$ cat src/rtl/timer_arbiter_if.sv
// -----------------------------------------------------------------------------
// timer_arbiter_if
//   Request/response bundle between the requesters and the shared interval
//   timer.
//
//   req    : level request, one bit per requester
//   count  : requested limit per requester, requester i at [i*COUNT_WIDTH +: COUNT_WIDTH]
//   abort  : cancel the interval in progress
//   grant  : one-hot owner of the running interval
//   done   : one-hot, one-cycle expiry pulse to the owner
//   busy   : an interval is running
//
//   master : requester side (drives req/count/abort)
//   slave  : arbiter side   (drives grant/done/busy)
// -----------------------------------------------------------------------------
interface timer_arbiter_if #(
    parameter int NUM_REQ     = 4,
    parameter int COUNT_WIDTH = 16
);
    logic [NUM_REQ-1:0]             req;
    logic [NUM_REQ*COUNT_WIDTH-1:0] count;
    logic                           abort;
    logic [NUM_REQ-1:0]             grant;
    logic [NUM_REQ-1:0]             done;
    logic                           busy;

    modport master (
        output req, count, abort,
        input  grant, done, busy
    );

    modport slave (
        input  req, count, abort,
        output grant, done, busy
    );
endinterface

$ cat src/rtl/timer_arbiter.sv
// -----------------------------------------------------------------------------
// timer_arbiter
//   One interval counter shared by NUM_REQ requesters under round-robin
//   arbitration. A winner gets an interval of count+1 cycles (grant high),
//   followed by a one-cycle done pulse in the cycle grant falls. abort ends
//   the running interval without a done pulse.
//
//   clk   : clock, rising edge
//   rst_n : asynchronous active-low reset
//   bus   : timer_arbiter_if.slave (req/count/abort in, grant/done/busy out)
// -----------------------------------------------------------------------------
module timer_arbiter #(
    parameter int NUM_REQ     = 4,
    parameter int COUNT_WIDTH = 16
) (
    input  logic             clk,
    input  logic             rst_n,
    timer_arbiter_if.slave   bus
);
    localparam int IDX_W = $clog2(NUM_REQ);
    localparam logic [IDX_W-1:0] LAST_IDX = IDX_W'(NUM_REQ - 1);

    typedef enum logic {IDLE, RUNNING} state_t;

    state_t                 state_q, state_d;
    logic [IDX_W-1:0]       owner_q, owner_d;
    logic [IDX_W-1:0]       ptr_q,   ptr_d;
    logic [COUNT_WIDTH-1:0] limit_q, limit_d;
    logic [COUNT_WIDTH-1:0] timer_q, timer_d;
    logic [NUM_REQ-1:0]     grant_q, grant_d;
    logic [NUM_REQ-1:0]     done_q,  done_d;
    logic                   busy_q,  busy_d;

    // Per-requester view of the flat count bus.
    logic [NUM_REQ-1:0][COUNT_WIDTH-1:0] cnt_arr;

    for (genvar i = 0; i < NUM_REQ; i++) begin : g_slice
        assign cnt_arr[i] = bus.count[i*COUNT_WIDTH +: COUNT_WIDTH];
    end

    function automatic logic [NUM_REQ-1:0] onehot(input logic [IDX_W-1:0] idx);
        onehot      = '0;
        onehot[idx] = 1'b1;
    endfunction

    // Round-robin pick: first set req bit starting at ptr, wrapping.
    logic             found;
    logic [IDX_W-1:0] win;
    logic [IDX_W-1:0] cand;

    always_comb begin
        found = 1'b0;
        win   = '0;
        cand  = '0;
        for (int k = 0; k < NUM_REQ; k++) begin
            cand = IDX_W'((int'(ptr_q) + k) % NUM_REQ);
            if (!found && bus.req[cand]) begin
                found = 1'b1;
                win   = cand;
            end
        end
    end

    // Next-state / output logic.
    always_comb begin
        state_d = state_q;
        owner_d = owner_q;
        ptr_d   = ptr_q;
        limit_d = limit_q;
        timer_d = timer_q;
        grant_d = grant_q;
        done_d  = '0;
        busy_d  = busy_q;

        case (state_q)
            IDLE: begin
                if (found) begin
                    state_d = RUNNING;
                    owner_d = win;
                    // count is only sampled here; later changes are ignored.
                    limit_d = cnt_arr[win];
                    timer_d = '0;
                    grant_d = onehot(win);
                    busy_d  = 1'b1;
                    ptr_d   = (win == LAST_IDX) ? '0 : win + 1'b1;
                end
            end
            RUNNING: begin
                // abort beats a simultaneous expiry: no done pulse.
                if (bus.abort) begin
                    state_d = IDLE;
                    grant_d = '0;
                    timer_d = '0;
                    busy_d  = 1'b0;
                end else if (timer_q == limit_q) begin
                    state_d = IDLE;
                    grant_d = '0;
                    done_d  = onehot(owner_q);
                    timer_d = '0;
                    busy_d  = 1'b0;
                end else begin
                    // Stops at limit, so an all-ones limit never wraps.
                    timer_d = timer_q + COUNT_WIDTH'(1);
                end
            end
            default: state_d = IDLE;
        endcase
    end

    always_ff @(posedge clk or negedge rst_n) begin
        if (!rst_n) begin
            state_q <= IDLE;
            owner_q <= '0;
            ptr_q   <= '0;
            limit_q <= '0;
            timer_q <= '0;
            grant_q <= '0;
            done_q  <= '0;
            busy_q  <= 1'b0;
        end else begin
            state_q <= state_d;
            owner_q <= owner_d;
            ptr_q   <= ptr_d;
            limit_q <= limit_d;
            timer_q <= timer_d;
            grant_q <= grant_d;
            done_q  <= done_d;
            busy_q  <= busy_d;
        end
    end

    assign bus.grant = grant_q;
    assign bus.done  = done_q;
    assign bus.busy  = busy_q;

    // Structural invariants of the outputs.
    a_grant_onehot: assert property (@(posedge clk) disable iff (!rst_n) $onehot0(grant_q));
    a_done_onehot:  assert property (@(posedge clk) disable iff (!rst_n) $onehot0(done_q));
    a_no_overlap:   assert property (@(posedge clk) disable iff (!rst_n) (grant_q & done_q) == '0);
    a_busy_match:   assert property (@(posedge clk) disable iff (!rst_n) busy_q == (grant_q != '0));
endmodule

$ cat src/flat_wrapper.sv
// flat-port wrapper written by rule: the top's interface ports become plain ports
module timer_arbiter_flat 
#(
    parameter int NUM_REQ     = 4,
    parameter int COUNT_WIDTH = 16
)
  (clk, rst_n, bus_req, bus_count, bus_abort, bus_grant, bus_done, bus_busy);
  timer_arbiter_if #(.NUM_REQ(NUM_REQ), .COUNT_WIDTH(COUNT_WIDTH)) bus_i ();
  input  logic clk;
  input  logic rst_n;
  input wire logic [$bits(bus_i.req)-1:0] bus_req;
  input wire logic [$bits(bus_i.count)-1:0] bus_count;
  input wire logic [$bits(bus_i.abort)-1:0] bus_abort;
  output wire logic [$bits(bus_i.grant)-1:0] bus_grant;
  output wire logic [$bits(bus_i.done)-1:0] bus_done;
  output wire logic [$bits(bus_i.busy)-1:0] bus_busy;
  assign bus_i.req = bus_req;
  assign bus_i.count = bus_count;
  assign bus_i.abort = bus_abort;
  assign bus_grant = bus_i.grant;
  assign bus_done = bus_i.done;
  assign bus_busy = bus_i.busy;
  timer_arbiter #(.NUM_REQ(NUM_REQ), .COUNT_WIDTH(COUNT_WIDTH)) u_core (.clk(clk), .rst_n(rst_n), .bus(bus_i));
endmodule
$ cat config.mk
export PLATFORM = sky130hd
export DESIGN_NAME = timer_arbiter_flat
export DESIGN_NICKNAME = d
export VERILOG_FILES = /design/src/rtl/timer_arbiter_if.sv /design/src/rtl/timer_arbiter.sv /design/src/flat_wrapper.sv
export SDC_FILE = /design/constraint.sdc
export NUM_CORES = 1
export LEC_CHECK = 0
export CAP_MARGIN = 20
export CORE_MARGIN = 2
export CORE_UTILIZATION = 41
export DETAILED_ROUTE_END_ITERATION = 12
export PLACE_DENSITY = 0.71
export RECOVER_POWER = 50
export SLEW_MARGIN = 20
export SYNTH_ARGS = -nofsm -noshare
export SYNTH_HDL_FRONTEND = slang
export SYNTH_SLANG_ARGS = --single-unit
export TNS_END_PERCENT = 5
$ cat constraint.sdc
create_clock -name clk -period 1.75 [get_ports clk]
set_input_delay 0.35 -clock clk [delete_from_list [all_inputs] [get_ports clk]]
set_output_delay 0.35 -clock clk [all_outputs]
set_load 0.05 [all_outputs]
==> results of run 1 <==
## worst max path at each step
| stage | start | to | slack [ps] | depth (start not counted) |
|---|---|---|---|---|
| 5_1_grt | u_core.ptr_q[1]$_DFFE_PN0P_ | u_core.limit_q[14]$_DFFE_PN0P_ | -320 | 8 |
| 6_report | u_core.ptr_q[1]$_DFFE_PN0P_ | u_core.limit_q[15]$_DFFE_PN0P_ | -230 | 8 |
| 3_5_place_dp | bus_req[1] | u_core.limit_q[9]$_DFFE_PN0P_ | -610 | 7 |
| 3_3_place_gp | bus_req[0] | u_core.limit_q[7]$_DFFE_PN0P_ | -580 | 7 |
| 2_1_floorplan | u_core.ptr_q[1]$_DFFE_PN0P_ | u_core.limit_q[13]$_DFFE_PN0P_ | -190 | 7 |
| 4_1_cts | u_core.ptr_q[1]$_DFFE_PN0P_ | u_core.limit_q[15]$_DFFE_PN0P_ | -220 | 8 |
## worst max-delay path, stage by stage, from the launching register on
cell                       delay (ps)
sky130_fd_sc_hd__dfrtp_2          450
sky130_fd_sc_hd__mux2_4           330
sky130_fd_sc_hd__o221ai_4         190
sky130_fd_sc_hd__buf_12           160
sky130_fd_sc_hd__buf_12           100
sky130_fd_sc_hd__buf_12           110
sky130_fd_sc_hd__mux2i_2          240
sky130_fd_sc_hd__nor3_2            50
sky130_fd_sc_hd__a211o_1          260
## cell families (layout without fill, tap and decap cells)
| group | count (synthesis) | after routing | synth area share (%) |
|---|---|---|---|
| and+or+nand+nor | 102 | 102 | 19.9 |
| AOI/OAI and AO/OA | 61 | 61 | 16.8 |
| DFF | 46 | 46 | 38.4 |
| muxes | 38 | 38 | 12.9 |
| buffers and inverters | 31 | 160 | 6.55 |
| xor gates and xnor gates | 16 | 16 | 4.67 |
| adders and majority gates | 2 | 2 | 0.835 |
## what timing repair did
item                       CTS  global route
hold buffers                 0             0
gates cloned                 1             0
resized for setup           19            14
hold endpoints to repair     0             0
buffers inserted             6             1
setup endpoints to repair   40            41
pin swaps                    8             7
## metrics by stage
stage	TNS [ps]	power (uW)	area, sq um	instances
2_1_floorplan	-2820	3470	3000	296
3_3_place_gp	-15640	4280	4220	509
5_1_grt	-5600	5810	4540	524
6_report	-3340	5480	4540	524
3_5_place_dp	-16220	4340	4220	509
4_1_cts	-3660	5470	4490	524
## power by group
group	internal (uW)	switching [uW]	total [uW]
clock network	436	394	830
logic	1540	1440	2980
registers	1370	305	1680
## area by class of cell
cell class | instances | area [sq um] | share of cell area, %
multi-input combinational | 219 | 1760 | 38.7
timing repair buffer | 142 | 1350 | 29.7
sequential | 46 | 1150 | 25.4
tap | 99 | 124 | 2.73
clock buffer | 5 | 68.8 | 1.52
clock inverter | 3 | 48.8 | 1.08
inverter | 10 | 37.5 | 0.828
## synth_stat cells (all sizes together), types with 2 or more instances
cell / n / share of area (%)
a211o: 16 / 4.7
nand2: 25 / 3.1
nor2: 7 / 0.88
clkbuf: 5 / 0.63
and4: 3 / 0.88
o31ai: 2 / 0.50
ha: 2 / 0.83
a21oi: 3 / 0.50
inv: 10 / 1.3
nor3: 33 / 6.2
o221ai: 2 / 1.2
a32oi: 2 / 0.58
o2bb2ai: 2 / 0.58
dfrtp: 46 / 38
nand4: 3 / 0.83
a31o: 4 / 1.2
nor4: 10 / 3.4
nor2b: 2 / 0.42
a31oi: 8 / 1.7
and2: 3 / 0.63
buf: 16 / 4.7
a22o: 5 / 1.5
nand3: 10 / 1.7
o21ai: 7 / 1.2
o22ai: 2 / 0.88
mux2i: 37 / 12
xor2: 16 / 4.7
## registers in the layout, indices dropped and copies added (netlist names)
register          count
u_core.owner_q        2
u_core.ptr_q          2
u_core.state_q        1
u_core.bus.busy       1
u_core.bus.grant      4
u_core.bus.done       4
u_core.timer_q       16
u_core.limit_q       16
## layer usage
layer | track usage, % | up-vias | part of all wire, %
li1 | - | 1364 | -
met5 | 0 | - | 0
met2 | 41.6 | 69 | 53
met1 | 25.5 | 1351 | 43
met4 | 4.61 | 0 | 0.79
met3 | 2.59 | 6 | 3.5
==> flow_summary.json, run 1 <==
{
  "fin_skew_ps": 12.2,
  "largest_net_degree_at_the_start_of_global_routing": 47,
  "synth_enable_flop_cells": 0,
  "finalWorstPathRequiredPeriod_ps": 1980,
  "finalSetupViolations": 23,
  "synthToLayoutAreaGrowth_pct": 51.3,
  "register_bit_count_reported_by_yosys": 46,
  "holdCritPathClass": "input port to asynchronous set/reset pin",
  "critical_path_arrival_ps": 2180,
  "drt-pass1-iter-count": 4,
  "dr_total_vias": 2790,
  "cts_made_buffers": 5,
  "power.density_cell_area_nw_per_um2": 1210,
  "synth_warnings": 0,
  "report.final.hold_viol_count": 0,
  "maxCapViolCount": 0,
  "cell_area_after_technology_mapping_sq_um": 3000,
  "final_max_slew_viol_count": 0,
  "achievable_freq_mhz": 505,
  "finalCritPeriodShare_pct": 113,
  "synthesis.instances": 296,
  "grt_remaining_overflow": 0,
  "i_o_pin_count": 80,
  "core.rowCount": 31,
  "totalWireLength_um": 8400,
  "worst_skew_pair.late_latency_ps": 300,
  "violations": "setup timing",
  "grt_first_pass_wirelength_um": 13400,
  "async_flop_share_pct": 100,
  "worstReg2RegStart": "u_core.ptr_q[1]$_DFFE_PN0P_",
  "depth_of_the_most_critical_reg_to_reg_path": 8,
  "clock_tree.buffer_depth": 2,
  "final.fill_count": 564,
  "timing.hold.ws_ps": 364,
  "global_route.usage.total_pct": 21.6,
  "slew_at_the_pin_closest_to_its_max_slew_limit_ps": 1160,
  "initial_utilization_pct": 41.8,
  "clock_sink_count": 46,
  "worstPathRequired_ps": 1950,
  "insertedDiodeCount": 0,
  "preCtsSetupSlack_ps": -607,
  "core-area_sq_um": 7180,
  "setup.worst_path.start_class": "flop",
  "rsz0062_at_grt": "true",
  "synthesis.area_per_instance_sq_um": 10.1,
  "first_global_vias": 2862,
  "vdd_drop_max_v": 0.000833,
  "die_area_sq_um": 8010,
  "share_of_cells_above_drive_strength_1_pct": 28.5,
  "synth_cell_type_count": 54,
  "critical_path.endpoint_type": "flop",
  "antenna_left": 0,
  "final_nets": 497,
  "viasPerCell": 5.32,
  "die_width_um": 89.5,
  "cts_max_level": 2,
  "run_status": "finished with violations",
  "final.setup.worst_slack_ps": -232,
  "clk_pin_slew_ps": 100,
  "timing.critical_path.fanout_max": 6,
  "synth_nets": 369,
  "most_frequent_cells_in_the_layout": "66 x sky130_fd_sc_hd__clkdlybuf4s50_1, 59 x sky130_fd_sc_hd__buf_4, 45 x sky130_fd_sc_hd__dfrtp_1",
  "worst-r2r-setup-slack_ps": -230,
  "gpl.final_weighted_congestion": 0.800,
  "die_y_um": 89.5,
  "yosysSeqAreaShare_pct": 38.4,
  "layout.core_utilization_pct": 63.2,
  "max_slew_margin_pct": 22.7,
  "wire_per_inst_um": 16.0,
  "capturing_point_of_the_worst_reg2reg_path": "u_core.limit_q[15]$_DFFE_PN0P_",
  "dpl.hpwl_um": 6050,
  "initial_antenna_violation_count": 0,
  "buffer_ports.inserted": 79,
  "most_common_library_cell_in_the_layout_ignoring_fill_and_taps": "sky130_fd_sc_hd__clkdlybuf4s50_1",
  "synth_flop_cell": "sky130_fd_sc_hd__dfrtp_1",
  "tritoncts": "done",
  "leakagePower_uw": 0.00215,
  "cts_root_buf": "sky130_fd_sc_hd__clkbuf_8",
  "crit_type": "flop to flop",
  "drc": 0,
  "drt_iter0_markers": 159
}
Note: power is estimated with default switching activity, not from simulation.
==> run 2: changes to the inputs <==
--- a/config.mk
+++ b/config.mk
@@ -6,9 +6,10 @@
 export NUM_CORES = 1
 export LEC_CHECK = 0
 export CAP_MARGIN = 20
-export CORE_MARGIN = 2
+export CORE_MARGIN = 1
 export CORE_UTILIZATION = 41
 export DETAILED_ROUTE_END_ITERATION = 12
+export GPL_ROUTABILITY_DRIVEN = 1
 export PLACE_DENSITY = 0.71
 export RECOVER_POWER = 50
 export SLEW_MARGIN = 20
==> run 2 against run 1 <==
The flow still finishes with violations (setup timing). Count of clock-buffer cells in the layout unchanged. Setup slack gained 36 ps. Maximum frequency up 1.9%. Global-route usage is 0.41 points higher. Core utilization rose by 2.3 points. Register-to-register slack better by 40 ps. Sequential cell count unchanged. Non-clock buffer count up 1. Hold slack improved by 12 ps. Critical path depth shrank 1. Sequential power about the same. Final area is 0.33% higher.
==> flow_summary.json, run 2 (synthesized netlist as in run 1, its figures left out) <==
{
  "leakagePower_uw": 0.00216,
  "rsz0062_at_grt": "true",
  "drt-pass1-iter-count": 4,
  "largest_registers": "u_core.limit_q x16, u_core.timer_q x16",
  "wire_per_inst_um": 16.0,
  "violations": "setup timing",
  "gpl.final_weighted_congestion": 0.811,
  "die_area_sq_um": 7660,
  "dr_total_vias": 2822,
  "cell_internal_pwr_uw": 3220,
  "cts_made_buffers": 5,
  "insertedDiodeCount": 0,
  "grt_remaining_overflow": 0,
  "clock_power_share_pct": 12.4,
  "totalWireLength_um": 8350,
  "clock_sink_count": 46,
  "holdCritPathClass": "input port to asynchronous set/reset pin",
  "die_width_um": 87.5,
  "achievable_freq_mhz": 514,
  "clock_tree.buffer_depth": 2,
  "final_max_slew_viol_count": 0,
  "power.density_cell_area_nw_per_um2": 1180,
  "run_status": "finished with violations",
  "most_frequent_cells_in_the_layout": "67 x sky130_fd_sc_hd__clkdlybuf4s50_1, 55 x sky130_fd_sc_hd__buf_4, 46 x sky130_fd_sc_hd__dfrtp_1",
  "layout.core_utilization_pct": 65.5,
  "worst_skew_pair.late_latency_ps": 300,
  "drt_iter0_markers": 103,
  "critical-path-slowest-cell": "sky130_fd_sc_hd__dfrtp_1",
  "synthToLayoutAreaGrowth_pct": 51.8,
  "cts_root_buf": "sky130_fd_sc_hd__clkbuf_8",
  "crit_type": "flop to flop",
  "worstReg2RegStart": "u_core.ptr_q[1]$_DFFE_PN0P_",
  "power.net_switching_uw": 2130,
  "largest_net_degree_at_the_start_of_global_routing": 47,
  "drc": 0,
  "critical_path.endpoint_type": "flop",
  "comb_power_share_pct": 56.7,
  "final_cell_count_no_fill": 522,
  "max_slew_margin_pct": 21.6,
  "seq_pwr_share_pct": 30.9,
  "viasPerCell": 5.41,
  "initial_utilization_pct": 43.2,
  "launch_point_of_the_worst_path": "u_core.ptr_q[1]$_DFFE_PN0P_",
  "initial_antenna_violation_count": 0,
  "slew_at_the_pin_closest_to_its_max_slew_limit_ps": 1180,
  "finalWorstPathRequiredPeriod_ps": 1950,
  "finalSetupViolations": 35,
  "capturing_point_of_the_worst_reg2reg_path": "u_core.limit_q[9]$_DFFE_PN0P_",
  "placed_cells": 510,
  "report.final.hold_viol_count": 0,
  "cpPeakStageDelay_ps": 430,
  "most_common_library_cell_in_the_layout_ignoring_fill_and_taps": "sky130_fd_sc_hd__clkdlybuf4s50_1",
  "final_nets": 498,
  "post_layout_total_power_uw": 5350,
  "depth_of_the_most_critical_reg_to_reg_path": 7,
  "i_o_pin_count": 80,
  "timing.critical_path.fanout_max": 6,
  "antenna_left": 0,
  "share_of_cells_above_drive_strength_1_pct": 29.6,
  "worst-r2r-setup-slack_ps": -200,
  "buffer_ports.inserted": 79,
  "tritoncts": "done",
  "critical_path_arrival_ps": 2130,
  "die_y_um": 87.5,
  "dpl.hpwl_um": 5950,
  "cts_max_level": 2,
  "core-area_sq_um": 6940,
  "grt_first_pass_wirelength_um": 13200,
  "fin_skew_ps": 9.52,
  "core.rowCount": 30,
  "crit_chain": "mux2_4 > o221ai_4 > buf_12 > clkbuf_16 > mux2i_1 > nor3_1 > a211o_1",
  "worstPathRequired_ps": 1940,
  "first_global_vias": 2880,
  "power.switching_fraction_pct": 39.8,
  "setup.worst_path.start_class": "flop",
  "final.setup.worst_slack_ps": -196,
  "global_route.usage.total_pct": 22.0,
  "maxCapViolCount": 0,
  "finalCritPeriodShare_pct": 111,
  "vdd_drop_max_v": 0.000614,
  "clk_pin_slew_ps": 90
}
run 2: cell count changes in the layout (fill, tap and decap cells not counted), moves of 2 or more:
cell	change
sky130_fd_sc_hd__buf_4	-4
sky130_fd_sc_hd__buf_6	+4
sky130_fd_sc_hd__buf_12	-3
sky130_fd_sc_hd__mux2i_1	+3
sky130_fd_sc_hd__buf_8	+2
sky130_fd_sc_hd__clkbuf_16	+2
sky130_fd_sc_hd__mux2i_4	-2
sky130_fd_sc_hd__o31ai_1	-2
sky130_fd_sc_hd__o31ai_2	+2
run 2: worst max-delay path: cells and delay by family, from the launching register on:
| family | cells | cell delay, ps |
|---|---|---|
| AO/OA/AOI/OAI | 2 | 480 |
| multiplexers | 2 | 540 |
| AND/OR/NAND/NOR | 1 | 60 |
| flip-flops | 1 | 430 |
| buffers and inverters | 2 | 310 |
run 2: layout make-up:
cell class	instances	area, sq um
clock inverters	3	21.3
clock buffers	5	68.8
fillers	567	2390
well taps	96	120
inverters	10	37.5
flip-flops and latches	46	1150
repair buffers	143	1390
multi-input cells	219	1770
run 2: worst max path at each step:
stage	cells after the start	slack, ps	endpoint
4_1_cts	6	-180	u_core.limit_q[10]$_DFFE_PN0P_
3_3_place_gp	7	-510	u_core.limit_q[10]$_DFFE_PN0P_
5_1_grt	7	-260	u_core.timer_q[10]$_DFFE_PN0P_
3_5_place_dp	7	-540	u_core.limit_q[10]$_DFFE_PN0P_
2_1_floorplan	7	-190	u_core.limit_q[13]$_DFFE_PN0P_
6_report	7	-200	u_core.limit_q[9]$_DFFE_PN0P_
run 2: stage by stage:
step / hold WS, ps / setup slack (ps) / area [sq um] / setup TNS, ps
2_1_floorplan: 54.4 / -187 / 3000 / -2820
3_3_place_gp: 358 / -506 / 4240 / -15150
3_5_place_dp: 365 / -541 / 4240 / -16300
4_1_cts: 40.3 / -181 / 4370 / -3100
5_1_grt: 461 / -264 / 4550 / -7730
6_report: 377 / -196 / 4550 / -4480
run 2: what timing repair did:
| action | CTS | global route |
|---|---|---|
| gates cloned | 0 | 2 |
| pin swaps | 10 | 11 |
| setup buffers | 0 | 2 |
| resized for setup | 15 | 28 |
| endpoints found under the setup margin | 38 | 44 |
| hold endpoints to repair | 0 | 0 |
| hold buffers | 0 | 0 |
run 2: layer usage:
layer	wire, um	vias up	global-route usage, %
met5	0	-	0
met4	59	0	5.07
met3	240	9	3.70
met2	4240	58	40.4
met1	3810	1389	26.9
li1	-	1366	-
run 2: power by group through the flow:
stage | Sequential, uW | Clock [uW] | Combinational (uW)
CTS | 1650 | 676 | 2790
floorplan | 1740 | 0 | 1730
detailed placement | 1660 | 0 | 2740
global route | 1690 | 727 | 3270
finish | 1650 | 661 | 3040
global placement | 1650 | 0 | 2680
